[config.mk]
export PLATFORM = sky130hd
export DESIGN_NAME = alu_op_sequencer
export DESIGN_NICKNAME = d
export VERILOG_FILES = /design/src/rtl/alu_op_sequencer.sv
export SDC_FILE = /design/constraint.sdc
export NUM_CORES = 1
export LEC_CHECK = 0
export CAP_MARGIN = 20
export CORE_ASPECT_RATIO = 0.75
export CORE_MARGIN = 3
export CORE_UTILIZATION = 50
export CTS_BUF_LIST = sky130_fd_sc_hd__clkbuf_2 sky130_fd_sc_hd__clkbuf_4 sky130_fd_sc_hd__clkbuf_8
export DETAILED_ROUTE_END_ITERATION = 10
export PLACE_DENSITY = 0.81
export SKIP_LAST_GASP = 1
export SLEW_MARGIN = 5
export SYNTH_ARGS = -nofsm -noshare
export SYNTH_HDL_FRONTEND = slang
export SYNTH_SLANG_ARGS = --single-unit
[constraint.sdc]
create_clock -name clk -period 5.4 [get_ports clk]
set_clock_uncertainty 0.15 [all_clocks]
set_input_delay 1.08 -clock clk [delete_from_list [all_inputs] [get_ports clk]]
set_output_delay 1.08 -clock clk [all_outputs]
set_load 0.05 [all_outputs]
[src/rtl/alu_op_sequencer.sv]
// Purpose : multicycle command-driven master for an external combinational 16-bit ALU.
//           It has an 8x16 register file, repeats the op (A <- result) and writes the result back.
// Latency : from command accept to rsp_valid is 2+rep clock edges (rep = extra iterations).
// Backpr. : one command at a time. cmd_ready is high only in IDLE. rsp_* hold until rsp_ready.
//
// Ports
//   clk, rst_n                    clock, asynchronous active-low reset
//   cmd_valid/cmd_ready           command handshake
//   cmd_opc/srca/srcb/dst/cin/rep command fields
//   rsp_valid/rsp_ready           response handshake
//   rsp_data/rsp_zer/rsp_neg      response payload
//   ld_en/ld_addr/ld_data         register-file preload (honoured in IDLE only)
//   alu_inA/inB/inC/opc           registered operands to the ALU
//   alu_outW/zer/neg              combinational ALU result and flags
module alu_op_sequencer #(
    parameter int NREG = 8,
    parameter int REPW = 4
) (
    input  logic                    clk,
    input  logic                    rst_n,
    input  logic                    cmd_valid,
    output logic                    cmd_ready,
    input  logic [2:0]              cmd_opc,
    input  logic [$clog2(NREG)-1:0] cmd_srca,
    input  logic [$clog2(NREG)-1:0] cmd_srcb,
    input  logic [$clog2(NREG)-1:0] cmd_dst,
    input  logic                    cmd_cin,
    input  logic [REPW-1:0]         cmd_rep,
    output logic                    rsp_valid,
    input  logic                    rsp_ready,
    output logic [15:0]             rsp_data,
    output logic                    rsp_zer,
    output logic                    rsp_neg,
    input  logic                    ld_en,
    input  logic [$clog2(NREG)-1:0] ld_addr,
    input  logic [15:0]             ld_data,
    output logic [15:0]             alu_inA,
    output logic [15:0]             alu_inB,
    output logic                    alu_inC,
    output logic [2:0]              alu_opc,
    input  logic [15:0]             alu_outW,
    input  logic                    alu_zer,
    input  logic                    alu_neg
);
    localparam int IW = $clog2(NREG);

    typedef enum logic [1:0] {
        IDLE  = 2'd0,
        FETCH = 2'd1,
        EXEC  = 2'd2,
        RESP  = 2'd3
    } state_t;

    state_t          state;
    state_t          stateNxt;

    logic [15:0]     regFile [NREG];
    logic [2:0]      opcLat;
    logic [IW-1:0]   srcaLat;
    logic [IW-1:0]   srcbLat;
    logic [IW-1:0]   dstLat;
    logic            cinLat;
    logic [REPW-1:0] repLat;
    logic [REPW-1:0] repCnt;

    logic            cmdAccept;

    assign cmd_ready = (state == IDLE);
    assign cmdAccept = cmd_valid && cmd_ready;

    always_ff @(posedge clk or negedge rst_n) begin
        if (!rst_n) begin
            state <= IDLE;
        end else begin
            state <= stateNxt;
        end
    end

    always_comb begin
        stateNxt = state;
        case (state)
            IDLE:    if (cmdAccept) stateNxt = FETCH;
            FETCH:   stateNxt = EXEC;
            EXEC:    if (repCnt == '0) stateNxt = RESP;
            RESP:    if (rsp_ready) stateNxt = IDLE;
            default: stateNxt = IDLE;
        endcase
    end

    always_ff @(posedge clk or negedge rst_n) begin
        if (!rst_n) begin
            for (int i = 0; i < NREG; i++) begin
                regFile[i] <= '0;
            end
            opcLat    <= '0;
            srcaLat   <= '0;
            srcbLat   <= '0;
            dstLat    <= '0;
            cinLat    <= 1'b0;
            repLat    <= '0;
            repCnt    <= '0;
            alu_inA   <= '0;
            alu_inB   <= '0;
            alu_inC   <= 1'b0;
            alu_opc   <= '0;
            rsp_valid <= 1'b0;
            rsp_data  <= '0;
            rsp_zer   <= 1'b0;
            rsp_neg   <= 1'b0;
        end else begin
            case (state)
                IDLE: begin
                    // The preload lands on this same edge, so a command accepted
                    // now sees the new value when FETCH reads the file.
                    if (ld_en) begin
                        regFile[ld_addr] <= ld_data;
                    end
                    if (cmdAccept) begin
                        opcLat  <= cmd_opc;
                        srcaLat <= cmd_srca;
                        srcbLat <= cmd_srcb;
                        dstLat  <= cmd_dst;
                        cinLat  <= cmd_cin;
                        repLat  <= cmd_rep;
                    end
                end
                FETCH: begin
                    alu_inA <= regFile[srcaLat];
                    alu_inB <= regFile[srcbLat];
                    alu_inC <= cinLat;
                    alu_opc <= opcLat;
                    repCnt  <= repLat;
                end
                EXEC: begin
                    if (repCnt != '0) begin
                        // Feed the result back as operand A. B, C and opc stay as fetched.
                        alu_inA <= alu_outW;
                        repCnt  <= repCnt - 1'b1;
                    end else begin
                        regFile[dstLat] <= alu_outW;
                        rsp_data        <= alu_outW;
                        rsp_zer         <= alu_zer;
                        rsp_neg         <= alu_neg;
                        rsp_valid       <= 1'b1;
                    end
                end
                RESP: begin
                    if (rsp_ready) begin
                        rsp_valid <= 1'b0;
                    end
                end
                default: ;
            endcase
        end
    end

endmodule

==> out/results.txt, run 1 <==
status -> complete, no violations
Initial Util -> 52.2%
Pint -> 0.00551 W
Resized Gates After CTS -> 0
Comb pwr share -> 52.6%
io pins -> 115
final worst path period need -> 3540 ps
area taken by multi-input logic gates -> 5940 um2
vias in the first global route -> 8991
Chip Width -> 183 um
fin. max-slew vios -> 0
Setup Buffers After CTS -> 0
Row Count -> 47
Final Cell Area -> 13600 um2
DR iter-0 viols -> 1233
Final Cycle Share -> 65.5%
predominant post-synthesis flop cell -> dfrtp_1
Min Hold Slack -> 354 ps
Reg clk slew, reported paths -> 50 ps
clock share of power -> 16.1%
hpwl dp -> 20.8 mm
GP Congestion -> 0.853
Area Growth Syn to Fin -> 15.9%
post-synthesis register bit count -> 206
Detailed Routing Iterations Pass 1 -> 5
Reg power frac -> 31.2%
drt drc -> 0
setup TNS -> 0 ps
max-cap viol count -> 0
unrepaired setup endpoints after global routing -> no
GRT Overall Usage -> 25.7%
FMAX -> 283 MHz
Post-Syn Area per Cell -> 11.5 um2
Crit. End Element -> output port
largest area contributor in the netlist -> dfrtp_1
Buffers on Ports -> 114
Post-Synthesis Cell Area -> 11800 um2
top post-synthesis cells by area -> dfrtp_1 44%, mux4_2 12%, a22oi_1 8.2%
commonest non-fill, non-tap cell in the layout -> dfrtp_1
most frequent cells in the layout -> 204 x dfrtp_1, 148 x nor2_1, 128 x a22oi_1, 113 x clkdlybuf4s50_1, 104 x a21oi_1
Startpoint Class -> flop
Leakage -> 5.31 nW
VDD IR max -> 0.379 mV
Synthesized Nets -> 1093
sequential cell area -> 5160 um2
number of fill cells -> 1820
Netlist cell types -> 48
switching portion of total power -> 43.9%
hold buffer count at cts -> 0
WL final -> 33.0 mm
Yosys warning count -> 0
Root Driver -> clkbuf_8
die area -> 25500 um2
switching pwr -> 0.00431 W
pin count of the biggest net entering global routing -> 116
FFs w/ async S/R, synth -> 100%
share of cells above drive strength 1 -> 25.6%
worst skew pair latency -> 540 ps
type of the tightest min-delay check -> flop to flop
internal reg-to-reg setup slack -> 2050 ps
CTS buffer count -> 37
maximum fanout along the worst path -> 5
Rel. slew slack -> 19.8%
CTS sink cnt -> 206
WS Path Type -> flop to output port
pwr/cell area -> 719 nW/um2
Final Setup Violations -> 0
Worst EP arrival -> 2310 ps
Placed Area -> 12800 um2
core area -> 22600 um2
Ant. Diodes -> 0
Least-Margin Pin Slew -> 1200 ps
vias -> 9100
Mapped Cells -> 1028
CTS tree -> yes
Final Hold Fails -> 0
Antenna Nets Post-Route -> 0
chip height -> 139 um
Post-synth EDFFs -> 0
initial antenna violation count -> 1
H-tree level count -> 2
register area share after synthesis -> 43.8%
share of the synthesized area in the top cell type -> 43.8%
WP data required -> 4170 ps
routed len/inst -> 23.5 um
worst-case clock buffer depth -> 3
Vias/cell -> 6.48
Overflow after GRT -> 0
first-pass GRT wire length -> 51.8 mm
# nets final -> 1150
[layout make-up]
type	count	area share, %
multi-input cells	694	43.5
clock buffers	57	5.34
clock inverters	8	0.513
repair buffers	140	9.97
well taps	294	2.70
inverters	6	0.165
flip-flops and latches	206	37.8
[routing by layer]
layer / vias to the layer above / part of all wire, % / GRT usage [%]
met4: 2 / 1.6 / 6.09
met5: - / 0.051 / 0
met1: 4524 / 41 / 37.1
met2: 589 / 44 / 37.4
li1: 3928 / - / -
met3: 57 / 13 / 9.47
[cells in the mapped netlist, drive strengths merged, types with 2 or more instances]
cell / instances
o21bai: 16
a21oi: 146
clkbuf: 49
and3b: 3
nor2: 154
and3: 2
a221oi: 10
ha: 6
mux2: 55
nor3: 3
buf: 71
mux2i: 36
nand2: 7
or4b: 4
nor3b: 6
dfrtp: 206
nand4bb: 5
nor2b: 17
inv: 6
a22oi: 128
nand4b: 4
mux4: 64
xnor2: 2
o21ai: 2
and2: 16
[cells by family (layout without fill, tap and decap cells)]
| logic type | Yosys count | in the layout | share of synthesized area [%] |
|---|---|---|---|
| AO/OA/AOI/OAI | 305 | 305 | 18.9 |
| XOR/XNOR | 2 | 2 | 0.149 |
| adder cells (fa/ha/maj) | 6 | 6 | 0.637 |
| buffers and inverters | 128 | 211 | 6.17 |
| flip-flops | 206 | 206 | 43.8 |
| multiplexers | 155 | 155 | 20.7 |
| AND/OR/NAND/NOR | 226 | 226 | 9.68 |
[sequential cells by signal, summed over array words and instances, names as in the netlist]
| name | flops |
|---|---|
| state | 2 |
| repCnt | 4 |
| rsp_neg | 1 |
| regFile | 128 |
| srcbLat | 3 |
| cinLat | 1 |
| rsp_data | 16 |
| alu_inC | 1 |
| rsp_valid | 1 |
| opcLat | 3 |
| dstLat | 3 |
| rsp_zer | 1 |
| repLat | 4 |
| alu_inA | 16 |
| alu_inB | 16 |
| srcaLat | 3 |
| alu_opc | 3 |
[power by group through the flow]
stage / Sequential, W / Clock (W) / Combinational (W)
after floorplan: 0.00348 / 0 / 0.00326
after global placement: 0.00302 / 0 / 0.00496
after detailed placement: 0.00305 / 0 / 0.00511
after CTS: 0.00303 / 0.00160 / 0.00513
after global routing: 0.00315 / 0.00168 / 0.00551
final: 0.00307 / 0.00158 / 0.00517
[worst paths after layout]
path                                endpoint     start  depth (start not counted)
min in group asynchronous         alu_inB[1]     rst_n                          1
worst max register to register  regFile[103]  state[0]                          8
worst min register to register       rsp_neg   rsp_neg                          1
worst max-delay path               cmd_ready  state[0]                          3
worst min-delay path                 rsp_neg   rsp_neg                          1
max in group asynchronous       rsp_data[10]     rst_n                          2
[metrics by stage]
step           total power, W  std cells  worst slack, ps  utilization [%]
6_report              0.00982       1405             1860             60.4
5_1_grt                0.0103       1405             1800             60.4
4_1_cts               0.00977       1405             1850             60.4
3_5_place_dp          0.00816       1340             1510             56.9
3_3_place_gp          0.00798       1339             1640             56.8
2_1_floorplan         0.00674       1028             2760                -
[worst max-delay path, cell delays in order, from the launching register on]
cell	delay [ps]
dfrtp_1	410
inv_1	130
ha_1	360
clkdlybuf4s50_1	870
No activity file was read; power rests on OpenSTA's default activity.
==> run 2, diff against run 1 <==
PLACE_DENSITY = 0.84   (was 0.81)
clock period = 3.15 ns   (was 5.4 ns; I/O delays follow)
==> run 2 against run 1 <==
  * Die area is the same
  * Non-clock buffer count up 19
  * Critical path type unchanged
  * Critical path depth unchanged
  * Clock-buffer cell count decreased by 2
  * Sequential cell count unchanged
  * Combinational power up 74%
  * Via count rose by 2.7%
  * First-iteration DRC count shrank 17%
  * Largest power group unchanged
  * Worst hold slack worse by 5.7 ps
  * Global-route usage increased by 0.68 points
  * Final area is 1.7% higher
  * Clock power increased by 71%
==> out/results.txt, run 2 (same netlist as run 1, synthesis figures left out) <==
pwr/cell area -> 1230 nW/um2 (was 719 nW/um2)
Placed Area -> 13100 um2 (was 12800 um2)
Overflow after GRT -> 0 (unchanged)
Final Cycle Share -> 97.4%
routed len/inst -> 23.5 um (about the same)
CTS buffer count -> 36 (was 37)
Worst path top cell family by delay -> buffers and inverters (unchanged)
Startpoint Class -> flop (unchanged)
GRT Overall Usage -> 26.4% (was 25.7%)
Resized Gates After CTS -> 0 (unchanged)
final worst path period need -> 3070 ps
Comb pwr share -> 52.8% (was 52.6%)
io pins -> 115 (unchanged)
DR iter-0 viols -> 1023 (was 1233)
pin count of the biggest net entering global routing -> 77 (was 116)
max-cap viol count -> 0 (unchanged)
Root Driver -> clkbuf_8 (unchanged)
commonest non-fill, non-tap cell in the layout -> dfrtp_1 (unchanged)
GP Congestion -> 0.877 (was 0.853)
worst path buffer plus inverter count -> 2 (unchanged)
Final Hold Fails -> 0 (unchanged)
Pint -> 0.00957 W (was 0.00551 W)
switching portion of total power -> 43.7% (was 43.9%)
Chip Width -> 183 um (unchanged)
Largest register FFs -> 128 (unchanged)
maximum fanout along the worst path -> 5 (unchanged)
share of cells above drive strength 1 -> 26.7% (was 25.6%)
Leakage -> 5.42 nW (was 5.31 nW)
Top reg by flops -> regFile (unchanged)
# nets final -> 1168 (was 1150)
setup TNS -> 0 ps (unchanged)
switching pwr -> 0.00744 W (was 0.00431 W)
Crit. End Element -> output port (unchanged)
worst path cell trace -> inv_1, ha_1, clkdlybuf4s50_1 (unchanged)
worst skew pair latency -> 540 ps (about the same)
type of the tightest min-delay check -> flop to flop (unchanged)
worst-case clock buffer depth -> 3 (unchanged)
Initial Util -> 52.2% (unchanged)
VDD IR max -> 0.650 mV (was 0.379 mV)
WS Path Type -> flop to output port (unchanged)
Buffers on Ports -> 114 (unchanged)
CP max stage delay -> 870 ps (about the same)
vias -> 9350 (was 9100)
Final Setup Violations -> 0 (unchanged)
Row Count -> 47 (unchanged)
Antenna Nets Post-Route -> 0 (unchanged)
chip height -> 139 um (unchanged)
Slowest cell on crit path -> clkdlybuf4s50_1 (unchanged)
unrepaired setup endpoints after global routing -> no (unchanged)
most frequent cells in the layout -> 204 x dfrtp_1, 147 x nor2_1, 128 x a22oi_1, 113 x clkdlybuf4s50_1, 104 x a21oi_1 (was 204 x dfrtp_1, 148 x nor2_1, 128 x a22oi_1, 113 x clkdlybuf4s50_1, 104 x a21oi_1)
FMAX -> 326 MHz
Worst EP arrival -> 2290 ps (was 2310 ps)
core area -> 22600 um2 (unchanged)
CTS tree -> yes (unchanged)
clock share of power -> 15.9% (was 16.1%)
H-tree level count -> 2 (unchanged)
Area Growth Syn to Fin -> 17.8% (was 15.9%)
WL final -> 33.4 mm (was 33.0 mm)
Rel. slew slack -> 35.2% (was 19.8%)
Setup Buffers After CTS -> 0 (unchanged)
die area -> 25500 um2 (unchanged)
initial antenna violation count -> 0 (was 1)
Ant. Diodes -> 0 (unchanged)
WP data required -> 2370 ps (was 4170 ps)
Reg power frac -> 31.3% (was 31.2%)
status -> complete, no violations (unchanged)
CTS sink cnt -> 206 (unchanged)
vias in the first global route -> 9355 (was 8991)
hpwl dp -> 22.0 mm (was 20.8 mm)
Final Cell Area -> 13900 um2 (was 13600 um2)
Vias/cell -> 6.58 (was 6.48)
Detailed Routing Iterations Pass 1 -> 6 (was 5)
Reg clk slew, reported paths -> 50 ps (about the same)
first-pass GRT wire length -> 53.4 mm (was 51.8 mm)
drt drc -> 0 (unchanged)
Least-Margin Pin Slew -> 973 ps (was 1200 ps)
fin. max-slew vios -> 0 (unchanged)
run 2: cell types whose count changed in the layout (fill, tap and decap cells not counted):
cell / previous run / this run
dlygate4sd3_1: 0 / 1
clkbuf_4: 9 / 5
clkbuf_8: 49 / 51
nor3b_4: 2 / 0
nor2_1: 148 / 147
buf_8: 1 / 0
buf_4: 24 / 35
buf_12: 1 / 9
nor2_2: 6 / 7
nor3b_2: 4 / 6
run 2: power by group through the flow:
stage | Sequential [W] | Clock (W) | Combinational [W]
floorplan | 0.00596 | 0 | 0.00559
global route | 0.00549 | 0.00287 | 0.00960
detailed placement | 0.00531 | 0 | 0.00886
global placement | 0.00522 | 0 | 0.00862
CTS | 0.00527 | 0.00274 | 0.00891
finish | 0.00533 | 0.00270 | 0.00898
run 2: metal layers:
metal	GRT usage, %	wire [um]	vias up
li1	-	-	3961
met1	37.8	13500	4665
met2	38.7	14600	637
met3	8.73	4450	87
met4	7.57	811	0
met5	0	0	-
run 2: path summary, 6_finish.rpt:
| path | cells after the start | to | slack (ps) | startpoint |
|---|---|---|---|---|
| setup / recovery | 3 | cmd_ready | 80 | state[0] |
| hold / removal | 1 | opcLat[0] | 350 | opcLat[0] |
| setup reg to reg | 7 | regFile[64] | 430 | repCnt[0] |
| hold reg to reg | 1 | opcLat[0] | 350 | opcLat[0] |
| max in group asynchronous | 3 | regFile[101] | 1530 | rst_n |
| min in group asynchronous | 2 | alu_inA[1] | 550 | rst_n |
run 2: timing repair:
action / CTS / global route
hold buffers: 1 / 0
hold endpoints to repair: 14 / 0
endpoints found under the setup margin: 0 / 0
run 2: stage by stage:
step	hold slack (ps)	utilization [%]	std cells	power [W]	setup slack, ps
after floorplan	184	-	1028	0.0116	750
after global routing	367	61.4	1422	0.0180	26.0
after detailed placement	342	57.9	1358	0.0142	367
final	349	61.4	1422	0.0170	82.6
after global placement	333	57.9	1358	0.0138	440
after CTS	354	61.4	1422	0.0169	57.1
run 2: final cells by class:
class | instances | area, um2
flip-flops and latches | 206 | 5160
clock inverters | 8 | 70.1
inverters | 6 | 22.5
well taps | 294 | 368
clock buffers | 55 | 726
repair buffers | 159 | 1600
multi-input cells | 694 | 5930
fillers | 1789 | 8710
==> run 3, diff against run 2 <==
PLACE_DENSITY = 0.81   (was 0.84)
clock period = 3 ns   (was 3.15 ns; I/O delays follow)
==> run 3 against run 2 <==
  * Cell count rose by 0.56%
  * Register-to-register slack barely moved
  * Worst setup slack improved by 190 ps
  * Global-route usage rose by 0.18 points
  * Clock-buffer cell count rose by 3
  * Sequential cell count did not move
  * Critical path depth did not move
  * Non-clock buffer count rose by 10
  * Critical endpoint unchanged
==> out/results.txt, run 3 (same netlist as run 1, synthesis figures left out) <==
Initial Util -> 52.2% (unchanged)
first-pass GRT wire length -> 53.4 mm (about the same)
Crit. End Element -> output port (unchanged)
worst-case clock buffer depth -> 3 (unchanged)
final setup margin -> 269 ps (was 82.6 ps)
Slowest cell on crit path -> dlygate4sd2_1 (was clkdlybuf4s50_1)
type of the tightest min-delay check -> flop to flop (unchanged)
GRT Overall Usage -> 26.6% (was 26.4%)
Antenna Nets Post-Route -> 0 (unchanged)
pin count of the biggest net entering global routing -> 72 (was 77)
fin. max-slew vios -> 0 (unchanged)
Area Growth Syn to Fin -> 18.0% (was 17.8%)
switching portion of total power -> 44.0% (was 43.7%)
WS Path Type -> flop to output port (unchanged)
Vias/cell -> 6.43 (was 6.58)
worst path cell trace -> inv_1, ha_1, dlygate4sd2_1 (was inv_1, ha_1, clkdlybuf4s50_1)
WP data required -> 2250 ps (was 2370 ps)
Top reg by flops -> regFile (unchanged)
drt drc -> 0 (unchanged)
initial antenna violation count -> 1 (was 0)
core area -> 22600 um2 (unchanged)
vias -> 9190 (was 9350)
worst skew pair latency -> 520 ps (was 540 ps)
WL final -> 33.8 mm (was 33.4 mm)
vias in the first global route -> 9307 (was 9355)
Buffers on Ports -> 114 (unchanged)
switching pwr -> 0.00784 W (was 0.00744 W)
chip height -> 139 um (unchanged)
Final Cycle Share -> 91.0%
final worst path period need -> 2730 ps
CTS buffer count -> 35 (was 36)
share of cells above drive strength 1 -> 27.0% (was 26.7%)
# nets final -> 1177 (was 1168)
Worst EP arrival -> 1980 ps (was 2290 ps)
Least-Margin Pin Slew -> 888 ps (was 973 ps)
io pins -> 115 (unchanged)
CP max stage delay -> 580 ps (was 870 ps)
Min Hold Slack -> 357 ps (was 349 ps)
pwr/cell area -> 1280 nW/um2 (was 1230 nW/um2)
Layout Utilization -> 61.5% (was 61.4%)
Row Count -> 47 (unchanged)
clock share of power -> 14.6% (was 15.9%)
Leakage -> 5.46 nW (was 5.42 nW)
Chip Width -> 183 um (unchanged)
Detailed Routing Iterations Pass 1 -> 6 (unchanged)
GP Congestion -> 0.876 (was 0.877)
DR iter-0 viols -> 1100 (was 1023)
VDD IR max -> 0.607 mV (was 0.650 mV)
Final Hold Fails -> 0 (unchanged)
pre-CTS WS -> 263 ps (was 367 ps)
Pint -> 0.00995 W (was 0.00957 W)
routed len/inst -> 23.6 um (was 23.5 um)
most frequent cells in the layout -> 204 x dfrtp_1, 149 x nor2_1, 128 x a22oi_1, 112 x clkdlybuf4s50_1, 104 x a21oi_1 (was 204 x dfrtp_1, 147 x nor2_1, 128 x a22oi_1, 113 x clkdlybuf4s50_1, 104 x a21oi_1)
Comb pwr share -> 54.2% (was 52.8%)
Startpoint Class -> flop (unchanged)
H-tree level count -> 2 (unchanged)
Overflow after GRT -> 0 (unchanged)
Rel. slew slack -> 40.8% (was 35.2%)
Ant. Diodes -> 0 (unchanged)
max-cap viol count -> 0 (unchanged)
Reg clk slew, reported paths -> 60 ps (was 50 ps)
status -> complete, no violations (unchanged)
commonest non-fill, non-tap cell in the layout -> dfrtp_1 (unchanged)
Largest register FFs -> 128 (unchanged)
die area -> 25500 um2 (unchanged)
FMAX -> 366 MHz
hpwl dp -> 22.3 mm (was 22.0 mm)
CTS tree -> yes (unchanged)
maximum fanout along the worst path -> 5 (unchanged)
CTS sink cnt -> 206 (unchanged)
unrepaired setup endpoints after global routing -> no (unchanged)
setup TNS -> 0 ps (unchanged)
Reg power frac -> 31.2% (was 31.3%)
Root Driver -> clkbuf_8 (unchanged)
Final Setup Violations -> 0 (unchanged)
Setup Buffers After CTS -> 0 (unchanged)
[run 3: cell count changes in the layout (fill, tap and decap cells not counted), moves of 2 or more]
| cell | previous run | this run |
|---|---|---|
| clkinvlp_4 | 2 | 0 |
| clkinv_2 | 5 | 3 |
| clkbuf_8 | 51 | 43 |
| nor2_2 | 7 | 5 |
| nor2_1 | 147 | 149 |
| buf_4 | 35 | 42 |
| clkbuf_4 | 5 | 16 |
| buf_12 | 9 | 12 |
[run 3: metal layers]
metal  track usage [%]  wire (um)  vias up
met5                 0         17        -
met4              6.81        786        2
li1                  -          -     3980
met2              39.3      14800      606
met3              8.94       4360       85
met1              38.0      13800     4517
[run 3: timing repair]
action,4_1_cts,5_1_grt
endpoints found under the hold margin,67,0
resized for setup,1,0
hold buffers,1,0
endpoints found under the setup margin,1,0
[run 3: metrics by stage]
step	instances	cell area (um2)	total power (W)
after global placement	1368	13200	0.0147
after detailed placement	1368	13200	0.0150
after CTS	1430	13900	0.0177
after floorplan	1028	11800	0.0121
after global routing	1430	13900	0.0187
final	1430	13900	0.0178
[run 3: critical path, delay by kind of cell, from the launching register on]
family     cells  cell delay [ps]
fa+ha+maj      1              340
buf+inv        2              720
flops          1              410
[run 3: power by group through the flow]
stage | Combinational (W) | Clock, W | Sequential, W
floorplan | 0.00587 | 0 | 0.00626
global placement | 0.00923 | 0 | 0.00544
detailed placement | 0.00947 | 0 | 0.00553
CTS | 0.00954 | 0.00262 | 0.00550
global route | 0.0102 | 0.00276 | 0.00573
finish | 0.00963 | 0.00260 | 0.00556
[run 3: final timing paths]
| path | from | to | cells after the start | slack [ps] |
|---|---|---|---|---|
| setup / recovery | state[0] | cmd_ready | 3 | 270 |
| hold / removal | rsp_data[14] | rsp_data[14] | 1 | 360 |
| setup reg to reg | repCnt[0] | regFile[71] | 7 | 430 |
| hold reg to reg | rsp_data[14] | rsp_data[14] | 1 | 360 |
| max in group asynchronous | rst_n | regFile[7] | 3 | 1430 |
| min in group asynchronous | rst_n | regFile[68] | 2 | 520 |
[run 3: final cells by class]
type / instances / area, um2
repair buffers: 169 / 1710
clock buffers: 58 / 698
flip-flops and latches: 206 / 5160
multi-input cells: 694 / 5930
fillers: 1803 / 8680
clock inverters: 3 / 15.0
well taps: 294 / 368
inverters: 6 / 22.5
